<file path="src/rtl/router_pkg.sv">
// Shared types and defaults for the serial router input port.
package router_pkg;

    localparam int ADDR_W_DEF = 1;
    localparam int DEPTH_DEF  = 16;

    typedef enum logic [2:0] {
        IDLE,
        ADDR,
        PAD,
        PAYLOAD,
        WAIT_OUT
    } in_state_e;

    typedef struct packed {
        logic last;
        logic data;
    } fifo_ent_t;

endpackage

</file>
<file path="src/rtl/router_bit_fifo.sv">
// Payload FIFO of {last, data} entries; the head entry is readable combinationally.
module router_bit_fifo
    import router_pkg::*;
#(
    parameter int DEPTH = DEPTH_DEF
) (
    input  logic                   clk,
    input  logic                   rst_n,
    input  logic                   wr_en,
    input  fifo_ent_t              wr_ent,
    input  logic                   rd_en,
    output fifo_ent_t              rd_ent,
    output logic                   full,
    output logic                   empty,
    output logic [$clog2(DEPTH):0] count
);
    localparam int AW = $clog2(DEPTH);

    fifo_ent_t   mem_q [DEPTH];
    logic [AW:0] wr_ptr_q, wr_ptr_d;
    logic [AW:0] rd_ptr_q, rd_ptr_d;
    logic        do_wr, do_rd;

    // Pointers carry one wrap bit so full and empty are distinguishable.
    assign count  = wr_ptr_q - rd_ptr_q;
    assign empty  = (wr_ptr_q == rd_ptr_q);
    assign full   = (wr_ptr_q[AW-1:0] == rd_ptr_q[AW-1:0]) && (wr_ptr_q[AW] != rd_ptr_q[AW]);
    assign do_rd  = rd_en && !empty;
    assign do_wr  = wr_en && (!full || do_rd);
    assign rd_ent = mem_q[rd_ptr_q[AW-1:0]];

    always_comb begin
        wr_ptr_d = do_wr ? wr_ptr_q + 1'b1 : wr_ptr_q;
        rd_ptr_d = do_rd ? rd_ptr_q + 1'b1 : rd_ptr_q;
    end

    always_ff @(posedge clk) begin
        if (do_wr) begin
            mem_q[wr_ptr_q[AW-1:0]] <= wr_ent;
        end
    end

    always_ff @(posedge clk or negedge rst_n) begin
        if (!rst_n) begin
            wr_ptr_q <= '0;
            rd_ptr_q <= '0;
        end else begin
            wr_ptr_q <= wr_ptr_d;
            rd_ptr_q <= rd_ptr_d;
        end
    end

endmodule

</file>
<file path="src/rtl/router_in_port.sv">
// Router input port: parses address/pad/payload, requests the crossbar and drains a bit FIFO.
// Define ROUTER_IN_CNT_EN to add saturating packet and drop counters.
module router_in_port
    import router_pkg::*;
#(
    parameter int ADDR_W = ADDR_W_DEF,
    parameter int DEPTH  = DEPTH_DEF
) (
    input  logic              clk,
    input  logic              rst_n,
    input  logic              frame_n_i,
    input  logic              valid_n_i,
    input  logic              din,
    input  logic              grant_i,
    output logic [ADDR_W-1:0] dest_o,
    output logic              req_o,
    output logic              dout,
    output logic              frame_n_o,
    output logic              valid_n_o,
    output logic              err_o
`ifdef ROUTER_IN_CNT_EN
    ,
    output logic [15:0]       pkt_cnt_o,
    output logic [15:0]       drop_cnt_o
`endif
);
    localparam int CNT_W = (ADDR_W > 1) ? $clog2(ADDR_W) : 1;
    localparam int AW    = $clog2(DEPTH);

    in_state_e         state_q, state_d;
    logic [CNT_W-1:0]  addr_cnt_q, addr_cnt_d;
    logic [ADDR_W-1:0] dest_q, dest_d;
    logic              req_q, req_d;
    logic              aborted_q, aborted_d;
    logic              drop_q, drop_d;
    logic              dout_q, dout_d;
    logic              frame_n_o_q, frame_n_o_d;
    logic              valid_n_o_q, valid_n_o_d;
    logic              err_q, err_d;

    fifo_ent_t   wr_ent, rd_ent;
    logic        want_wr, fifo_wr, pop, last_pop, full, empty, close_frame;
    logic [AW:0] count;

    assign wr_ent = '{last: frame_n_i, data: din};
    assign pop    = grant_i && !empty;
    // An aborted packet has no last flag stored; its end is the pop that empties the FIFO.
    assign last_pop = pop && (rd_ent.last || (aborted_q && count == {{AW{1'b0}}, 1'b1}));

    router_bit_fifo #(
        .DEPTH (DEPTH)
    ) u_fifo (
        .clk    (clk),
        .rst_n  (rst_n),
        .wr_en  (fifo_wr),
        .wr_ent (wr_ent),
        .rd_en  (pop),
        .rd_ent (rd_ent),
        .full   (full),
        .empty  (empty),
        .count  (count)
    );

    always_comb begin
        state_d     = state_q;
        addr_cnt_d  = addr_cnt_q;
        dest_d      = dest_q;
        req_d       = req_q;
        aborted_d   = aborted_q;
        drop_d      = drop_q && !frame_n_i;
        err_d       = 1'b0;
        want_wr     = 1'b0;
        fifo_wr     = 1'b0;
        close_frame = 1'b0;

        case (state_q)
            IDLE: begin
                req_d     = 1'b0;
                aborted_d = 1'b0;
                if (!frame_n_i && !drop_q) begin
                    dest_d[0] = din;
                    if (ADDR_W == 1) begin
                        state_d = PAD;
                        req_d   = 1'b1;
                    end else begin
                        state_d    = ADDR;
                        addr_cnt_d = CNT_W'(1);
                    end
                end
            end
            ADDR: begin
                if (frame_n_i) begin
                    err_d   = 1'b1;
                    state_d = IDLE;
                end else begin
                    dest_d[addr_cnt_q] = din;
                    if (addr_cnt_q == CNT_W'(ADDR_W - 1)) begin
                        state_d = PAD;
                        req_d   = 1'b1;
                    end else begin
                        addr_cnt_d = addr_cnt_q + 1'b1;
                    end
                end
            end
            PAD: begin
                if (!valid_n_i) begin
                    want_wr = 1'b1;
                    state_d = frame_n_i ? WAIT_OUT : PAYLOAD;
                end else if (frame_n_i) begin
                    err_d   = 1'b1;
                    req_d   = 1'b0;
                    state_d = IDLE;
                end
            end
            PAYLOAD: begin
                if (!valid_n_i) begin
                    want_wr = 1'b1;
                    if (frame_n_i) begin
                        state_d = WAIT_OUT;
                    end
                end else if (frame_n_i) begin
                    // Frame closed without a final valid bit: no last flag will ever drain.
                    err_d     = 1'b1;
                    aborted_d = 1'b1;
                    state_d   = WAIT_OUT;
                end
            end
            WAIT_OUT: begin
                if (!drop_q && !frame_n_i) begin
                    err_d  = 1'b1;
                    drop_d = 1'b1;
                end
                if (last_pop) begin
                    state_d = IDLE;
                end else if (aborted_q && empty) begin
                    state_d     = IDLE;
                    req_d       = 1'b0;
                    close_frame = 1'b1;
                end
            end
            default: state_d = IDLE;
        endcase

        if (want_wr) begin
            if (full && !pop) begin
                err_d     = 1'b1;
                aborted_d = 1'b1;
                drop_d    = !frame_n_i;
                state_d   = WAIT_OUT;
            end else begin
                fifo_wr = 1'b1;
            end
        end
    end

    always_comb begin
        dout_d      = 1'b0;
        valid_n_o_d = 1'b1;
        frame_n_o_d = frame_n_o_q;
        if (pop) begin
            dout_d      = rd_ent.data;
            valid_n_o_d = 1'b0;
            frame_n_o_d = last_pop;
        end else if (close_frame) begin
            frame_n_o_d = 1'b1;
        end
    end

    always_ff @(posedge clk or negedge rst_n) begin
        if (!rst_n) begin
            state_q     <= IDLE;
            addr_cnt_q  <= '0;
            dest_q      <= '0;
            req_q       <= 1'b0;
            aborted_q   <= 1'b0;
            drop_q      <= 1'b0;
            dout_q      <= 1'b0;
            frame_n_o_q <= 1'b1;
            valid_n_o_q <= 1'b1;
            err_q       <= 1'b0;
        end else begin
            state_q     <= state_d;
            addr_cnt_q  <= addr_cnt_d;
            dest_q      <= dest_d;
            req_q       <= req_d;
            aborted_q   <= aborted_d;
            drop_q      <= drop_d;
            dout_q      <= dout_d;
            frame_n_o_q <= frame_n_o_d;
            valid_n_o_q <= valid_n_o_d;
            err_q       <= err_d;
        end
    end

    assign dest_o    = dest_q;
    assign req_o     = req_q;
    assign dout      = dout_q;
    assign frame_n_o = frame_n_o_q;
    assign valid_n_o = valid_n_o_q;
    assign err_o     = err_q;

`ifdef ROUTER_IN_CNT_EN
    logic [15:0] pkt_cnt_q, pkt_cnt_d;
    logic [15:0] drop_cnt_q, drop_cnt_d;

    always_comb begin
        pkt_cnt_d  = pkt_cnt_q;
        drop_cnt_d = drop_cnt_q;
        if ((last_pop || close_frame) && pkt_cnt_q != 16'hFFFF) begin
            pkt_cnt_d = pkt_cnt_q + 16'd1;
        end
        if (err_d && drop_cnt_q != 16'hFFFF) begin
            drop_cnt_d = drop_cnt_q + 16'd1;
        end
    end

    always_ff @(posedge clk or negedge rst_n) begin
        if (!rst_n) begin
            pkt_cnt_q  <= '0;
            drop_cnt_q <= '0;
        end else begin
            pkt_cnt_q  <= pkt_cnt_d;
            drop_cnt_q <= drop_cnt_d;
        end
    end

    assign pkt_cnt_o  = pkt_cnt_q;
    assign drop_cnt_o = drop_cnt_q;
`endif

endmodule

</file>
<file path="config.mk">
export PLATFORM = sky130hd
export DESIGN_NAME = router_in_port
export DESIGN_NICKNAME = d
export VERILOG_FILES = /design/src/rtl/router_pkg.sv /design/src/rtl/router_bit_fifo.sv /design/src/rtl/router_in_port.sv
export SDC_FILE = /design/constraint.sdc
export NUM_CORES = 1
export LEC_CHECK = 0
export CAP_MARGIN = 25
export CORE_MARGIN = 2
export CORE_UTILIZATION = 53
export CTS_CLUSTER_DIAMETER = 120
export CTS_CLUSTER_SIZE = 40
export DETAILED_ROUTE_END_ITERATION = 6
export GPL_ROUTABILITY_DRIVEN = 0
export PLACE_DENSITY = 0.77
export REMOVE_ABC_BUFFERS = 1
export SYNTH_ARGS = -nofsm -noshare
export SYNTH_HDL_FRONTEND = slang
export SYNTH_SLANG_ARGS = --single-unit
export TNS_END_PERCENT = 100
</file>
<file path="constraint.sdc">
create_clock -name clk -period 2.2 [get_ports clk]
set_clock_uncertainty 0.1 [all_clocks]
set_input_delay 0.22 -clock clk [delete_from_list [all_inputs] [get_ports clk]]
set_output_delay 0.22 -clock clk [all_outputs]
set_load 0.02 [all_outputs]
</file>
==> run metrics, run 1 <==
Yosys reg bits=53; run status=completed; DR vias/cell=5.72; dpl hpwl=3410 µm; first-pass GRT wire length=7650 µm; vias in the first global route=1550; Slew @ Worst Pin=around 0.60 ns; Worst path max stage delay=around 0.39 ns; endpoints failing hold=0; standard cell core area=around 4600 µm²; end of the worst register-to-register path=state_q[2]; synthesized area=2510 µm²; global route overflow=0; PortBufs=11; fmax=around 460 MHz; cell taking the most area after synthesis=edfxtp_1; VDD IR max=just over 0.7 mV; TritonCTS Buffers=5; Routed WL per cell=18.8 µm; Non-Filler Instances=approximately 270; Total Routing Usage GR=between 15 and 20%; Layout area overhead=19.7%; RSZ-0062 raised after global routing=true; CP cell instances=inv_2, ha_4, inv_2, fa_2, a21o_1, a21oi_2, xor2_1, nand4_1, o211ai_1, nand2_1; Startpoint Class=register; Worst-path clk slew=0.09 ns; Max-Cap Viols=0; nets@finish=228; clk sinks=53; drt pass-1 iters=4; Post-synth EDFFs=32; Worst Path Max Fanout=2; Reg-to-Reg Start=u_fifo.wr_ptr_q[0]; clk_lat worst skew=0.30 ns; R2R cell count=10; Power Total=~4 mW; initial antenna violation count=0; Synth Warn #=0; Ports=12; area of the multi-input gates=1050 µm²; Worst EP arrival=2.27 ns; pre-CTS setup slack=-0.0712 ns; Initial DRC Count=87; Rel. slew slack=60.0%; syn avg cell area=13.8 µm²; synth cell count leaders=edfxtp_1 (32), dfrtp_1 (19), and2_1 (17); layout cells sized above 1=22.5%; Hold Buf Count CTS=0; Area contributors post-synth=edfxtp_1 (38%), dfrtp_1 (19%), mux4_1 (7.3%), ha_1 (4.5%), and2_1 (4.2%); Remaining DRCs=0; fin crit share=98.8%; initial core utilization=about 54%; H-Tree Level Count=2; largest net degree at the start of global routing=22; most frequent cell after synthesis=edfxtp_1; slowest cell on the critical path=dfrtp_1; setup ws final=approximately 0.026 ns; Top FF cell, synth=edfxtp_1; Worst Hold Class=primary input to async pin; CTS max path bufs=2; worst hold margin=about 0.15 ns; P per Cell Area=1330 nW/µm²; height of the chip=roughly 73 µm; Inserted Diodes=0; post-route ant nets=0; sequential area share after synthesis=59.3%; FFs w/ async S/R, synth=around 40%; cells after synthesis=about 180; via count=1527; Synth top area share=38.3%; CP endpoint kind=register; Final setup viols=0; CTS root buf=clkbuf_8; CP Class=register to register; Die Width=72.8 µm; P_leak=1.19 nW; Distinct cells, synth=38; Final min period=2.17 ns; FP Rows=25; Core Util, Final=64.9%; FF+latch area=about 1500 µm²; R2R Setup Slk=0.03 ns; Routed WL=5010 µm; CP dominant cell by count=inv_2; Worst Path Required=2.30 ns; Max Slew Vio Count=0; placed cells=approximately 260; full die area=5300 µm²; CTS tree=built; number of fill cells=roughly 340
[stage by stage]
step	setup TNS, ns	cell area (µm²)
6_report	0	3010
4_1_cts	0	2910
3_3_place_gp	0	2770
5_1_grt	-2.19	3010
3_5_place_dp	-0.118	2770
2_1_floorplan	-0.325	2490
[what timing repair did]
item | in CTS | in global routing
resized for setup | 3 | 19
setup endpoints to repair | 2 | 37
pin swaps | 0 | 6
buffers inserted | 0 | 2
[cell usage in the layout (no fill, tap or decap), drive strengths merged, types with 3 or more instances in the layout]
cell and count:
nor2 7, nand4 5, xnor2 10, inv 10, nand2 15, clkdlybuf4s50 11, dfrtp 19, nor2b 3
a21oi 4, and2 17, edfxtp 32, o21ai 7, ha 9, clkbuf 5, mux4 9, buf 16
nor3 5
[worst max-delay path by stage]
| stage | startpoint | end | slack, ns | cells past startpoint |
|---|---|---|---|---|
| after floorplan | u_fifo.rd_ptr_q[0] | frame_n_o | -0.11 | 9 |
| after global placement | u_fifo.wr_ptr_q[0] | frame_n_o | 0.06 | 10 |
| after detailed placement | u_fifo.wr_ptr_q[0] | frame_n_o | -0.07 | 10 |
| after CTS | u_fifo.rd_ptr_q[3] | u_fifo.mem_q[2][1] | 0.005 | 7 |
| after global routing | u_fifo.rd_ptr_q[1] | u_fifo.mem_q[9][1] | -0.11 | 8 |
| final | u_fifo.wr_ptr_q[0] | state_q[2] | 0.03 | 10 |
[flip-flops by register name, indices dropped and copies added, names as in the netlist]
signal,cells
u_fifo.mem_q,32
u_fifo.rd_ptr_q,5
u_fifo.wr_ptr_q,5
state_q,3
aborted_q,1
dest_o,1
dout,1
drop_q,1
err_o,1
frame_n_o,1
req_o,1
valid_n_o,1
[area by class of cell]
type                            instances  area share [%]
Multi-Input combinational cell        115            34.9
Tap cell                               54            2.25
Clock buffer                            5            2.29
Clock inverter                          3            2.16
Inverter                               10            1.25
Sequential cell                        53            49.5
Timing Repair Buffer                   27            7.66
[power breakdown]
part | switching (mW) | internal [mW] | leakage, nW
logic | 0.943 | 0.897 | 0.571
registers | 0.143 | 1.25 | 0.548
clock network | 0.310 | 0.452 | 0.0681
total | 1.40 | 2.60 | 1.19
[worst max-delay path, delay by kind of cell, from the launching register on]
kind,cells,cell delay (ns)
AOI/OAI and AO/OA,3,0.59
adders and majority gates,2,0.48
DFF,1,0.39
and+or+nand+nor,2,0.23
xor gates and xnor gates,1,0.16
buffers and inverters,2,0.12
[routing by layer]
layer | GRT usage [%] | routed length, µm
met5 | 0 | 0
met4 | 7.00 | 117
met3 | 4.56 | 139
met2 | 33.0 | 2630
met1 | 25.6 | 2130
[logic make-up (layout without fill, tap and decap cells)]
| kind of cell | count (synthesis) | after routing | share of synthesized area [%] |
|---|---|---|---|
| AO/OA/AOI/OAI | 24 | 24 | 6.23 |
| multiplexers | 10 | 10 | 9.57 |
| adder cells (fa/ha/maj) | 10 | 10 | 5.28 |
| buffers and inverters | 14 | 45 | 2.39 |
| flip-flops | 53 | 53 | 59.3 |
| AND/OR/NAND/NOR | 59 | 59 | 13.1 |
| XOR/XNOR | 12 | 12 | 4.19 |
(Power assumes the default switching activity.)
==> inputs of run 2 (changes only) <==
--- a/config.mk
+++ b/config.mk
@@ -7,13 +7,15 @@
 export LEC_CHECK = 0
 export CAP_MARGIN = 25
 export CORE_MARGIN = 2
-export CORE_UTILIZATION = 53
+export CORE_UTILIZATION = 56
 export CTS_CLUSTER_DIAMETER = 120
 export CTS_CLUSTER_SIZE = 40
 export DETAILED_ROUTE_END_ITERATION = 6
+export DONT_BUFFER_PORTS = 1
 export GPL_ROUTABILITY_DRIVEN = 0
-export PLACE_DENSITY = 0.77
+export PLACE_DENSITY = 0.74
 export REMOVE_ABC_BUFFERS = 1
+export SLEW_MARGIN = 20
 export SYNTH_ARGS = -nofsm -noshare
 export SYNTH_HDL_FRONTEND = slang
 export SYNTH_SLANG_ARGS = --single-unit
==> run 2 against run 1 <==
  * Sequential share of layout area grew 1.3 points
  * Combinational power shrank 5%
  * Hold slack lost 0.049 ns
  * Highest routed layer unchanged
==> run metrics, run 2 (same netlist as run 1, synthesis figures left out) <==
cell depth of the worst setup path=4 (-6); clk_lat worst skew=0.30 ns (about the same); Total Routing Usage GR=19.6% (-0.25 points); CTS tree=built; Final min period=2.12 ns (-0.0544 ns); Max-Cap Viols=0 (unchanged); height of the chip=71.0 µm (-2.6%); most frequent cells in the layout=edfxtp_1 (32), dfrtp_1 (19), buf_4 (17), nand2_1 (15), and2_1 (11); endpoints failing hold=0 (unchanged); global route overflow=0 (unchanged); Combinational Power Share=45.4% (-0.7 points); layout cells sized above 1=24.6% (+2.1 points); Pint=2.45 mW (-5.6%); full die area=5040 µm² (-5.1%); Worst EP arrival=2.21 ns (-0.06 ns); Routed WL=4780 µm (-4.6%); CP Class=register to register; TritonCTS Buffers=5 (unchanged); Worst path max stage delay=0.63 ns (+0.24 ns); via count=1547 (+1.3%); initial core utilization=58.1% (+3.8 points); initial antenna violation count=0 (unchanged); Max Slew Vio Count=0 (unchanged); dpl hpwl=3240 µm (-4.9%); Worst Setup SP=u_fifo.rd_ptr_q[0]; Layout area overhead=16.7%; Worst Path Max Fanout=11 (+9); post-route ant nets=0 (unchanged); Reg-to-Reg Start=u_fifo.rd_ptr_q[0]; VDD IR max=0.837 mV (+15%); Rel. slew slack=59.5% (-0.49 points); Initial DRC Count=63 (-28%); standard cell core area=4320 µm² (-6.6%); DR vias/cell=5.97 (+4.4%); WP buf/inv=1 (-1); CP cell instances=buf_4, mux4_1, mux4_2, and2_1; PortBufs=0 (-11); P per Cell Area=1310 nW/µm² (-1.5%); Clock Power Share=16.6% (-2.5 points); RSZ-0062 raised after global routing=true; Ports=12 (unchanged); CP endpoint kind=register; Top delay family on crit path=multiplexers; Worst Hold Class=primary input to register; FP Rows=24 (-4.0%); Die Width=71.0 µm (-2.6%); clk sinks=53 (unchanged); nets@finish=222 (-2.6%); CTS root buf=clkbuf_8; R2R cell count=4 (-6); commonest non-fill, non-tap cell in the layout=edfxtp_1; vias in the first global route=1555 (+0.32%); run status=completed; Remaining DRCs=0 (unchanged); Worst-path clk slew=0.10 ns (about the same); slowest cell on the critical path=mux4_1; hold depth=3; largest net degree at the start of global routing=22 (unchanged); worst hold margin=0.100 ns (-0.0493 ns); Sw Ratio=36.1% (+1.1 points); Inserted Diodes=0 (unchanged); P_leak=1.15 nW (-2.9%); fin crit share=96.3% (-2.5 points); Final setup viols=0 (unchanged); Sequential Power Share=38.0% (+3.1 points); Non-Filler Instances=259 (-3.0%); HP Start=frame_n_i; number of fill cells=304 (-9.8%); CTS max path bufs=2 (unchanged); Slew @ Worst Pin=0.605 ns (+0.00729 ns); max reg flops=32 (unchanged); placed cells=245 (-4.7%); first-pass GRT wire length=7510 µm (-1.7%); Worst Path Required=2.29 ns (about the same); Routed WL per cell=18.5 µm (-1.7%); fmax=472 MHz (+2.6%); drt pass-1 iters=4 (unchanged); Psw=1.38 mW (-0.87%); Startpoint Class=register; H-Tree Level Count=2 (unchanged)
## run 2: cell count changes in the layout (fill, tap and decap cells not counted), sizes merged
cell	change
dlygate4sd3	+3
bufinv	-1
clkbuf	+1
buf	+2
clkdlybuf4s50	-11
## run 2: power groups by stage
stage / clock [mW] / combinational [mW] / sequential [mW]
after detailed placement: 0 / 1.46 / 1.46
after global placement: 0 / 1.41 / 1.45
final: 0.636 / 1.74 / 1.46
after global routing: 0.678 / 1.89 / 1.48
after CTS: 0.643 / 1.50 / 1.44
after floorplan: 0 / 0.903 / 1.51
## run 2: path summary, 6_finish.rpt
| path | to | slack, ns |
|---|---|---|
| setup / recovery | dout | 0.08 |
| hold / removal | req_o | 0.10 |
| setup reg to reg | dout | 0.08 |
| hold reg to reg | u_fifo.rd_ptr_q[4] | 0.40 |
| max in group asynchronous | frame_n_o | 1.35 |
| min in group asynchronous | u_fifo.rd_ptr_q[1] | 0.15 |
## run 2: routing by layer
metal,global-route usage [%],wire length (µm)
met5,0,0
met4,6.71,106
met3,3.56,193
met2,31.4,2380
met1,27.4,2110
## run 2: worst reg2reg max path: cells and delay by family, from the launching register on
| kind | cells | cell delay, ns |
|---|---|---|
| mux | 2 | 1.09 |
| buf+inv | 1 | 0.25 |
| flops | 1 | 0.41 |
| simple gates | 1 | 0.16 |
## run 2: area by class of cell
type / instances / area (µm²) / share of cell area [%]
well taps: 52 / 65.1 / 2.22
clock inverters: 2 / 33.8 / 1.15
inverters: 10 / 37.5 / 1.28
flip-flops and latches: 53 / 1490 / 50.8
multi-input cells: 115 / 1060 / 36.2
repair buffers: 21 / 173 / 5.89
clock buffers: 6 / 72.6 / 2.48
## run 2: timing repair
action / in CTS / in global routing
buffers inserted: 0 / 2
cloned: 0 / 0
endpoints found under the setup margin: 9 / 32
pin swaps: 0 / 10
resized for setup: 2 / 23
hold buffers: 3 / 0
endpoints found under the hold margin: 57 / 0
## run 2: stage by stage
stage / power [mW] / cell area (µm²) / setup TNS [ns] / setup WS [ns] / util [%]
floorplan: 2.41 / 2490 / -0.325 / -0.113 / -
global placement: 2.85 / 2670 / 0 / 0.0741 / 61.7
detailed placement: 2.92 / 2670 / -0.0320 / -0.0320 / 61.7
CTS: 3.57 / 2810 / 0 / 0.000726 / 64.9
global route: 4.06 / 2930 / -0.0345 / -0.0228 / 67.8
finish: 3.84 / 2930 / 0 / 0.0805 / 67.8
==> inputs of run 3 (changes only) <==
--- a/config.mk
+++ b/config.mk
@@ -9,7 +9,7 @@
 export CORE_MARGIN = 2
 export CORE_UTILIZATION = 56
 export CTS_CLUSTER_DIAMETER = 120
-export CTS_CLUSTER_SIZE = 40
+export CTS_CLUSTER_SIZE = 8
 export DETAILED_ROUTE_END_ITERATION = 6
 export DONT_BUFFER_PORTS = 1
 export GPL_ROUTABILITY_DRIVEN = 0
==> results of run 3 <==
Same layout as run 2: the final DEF is identical, and so are final timing and power.
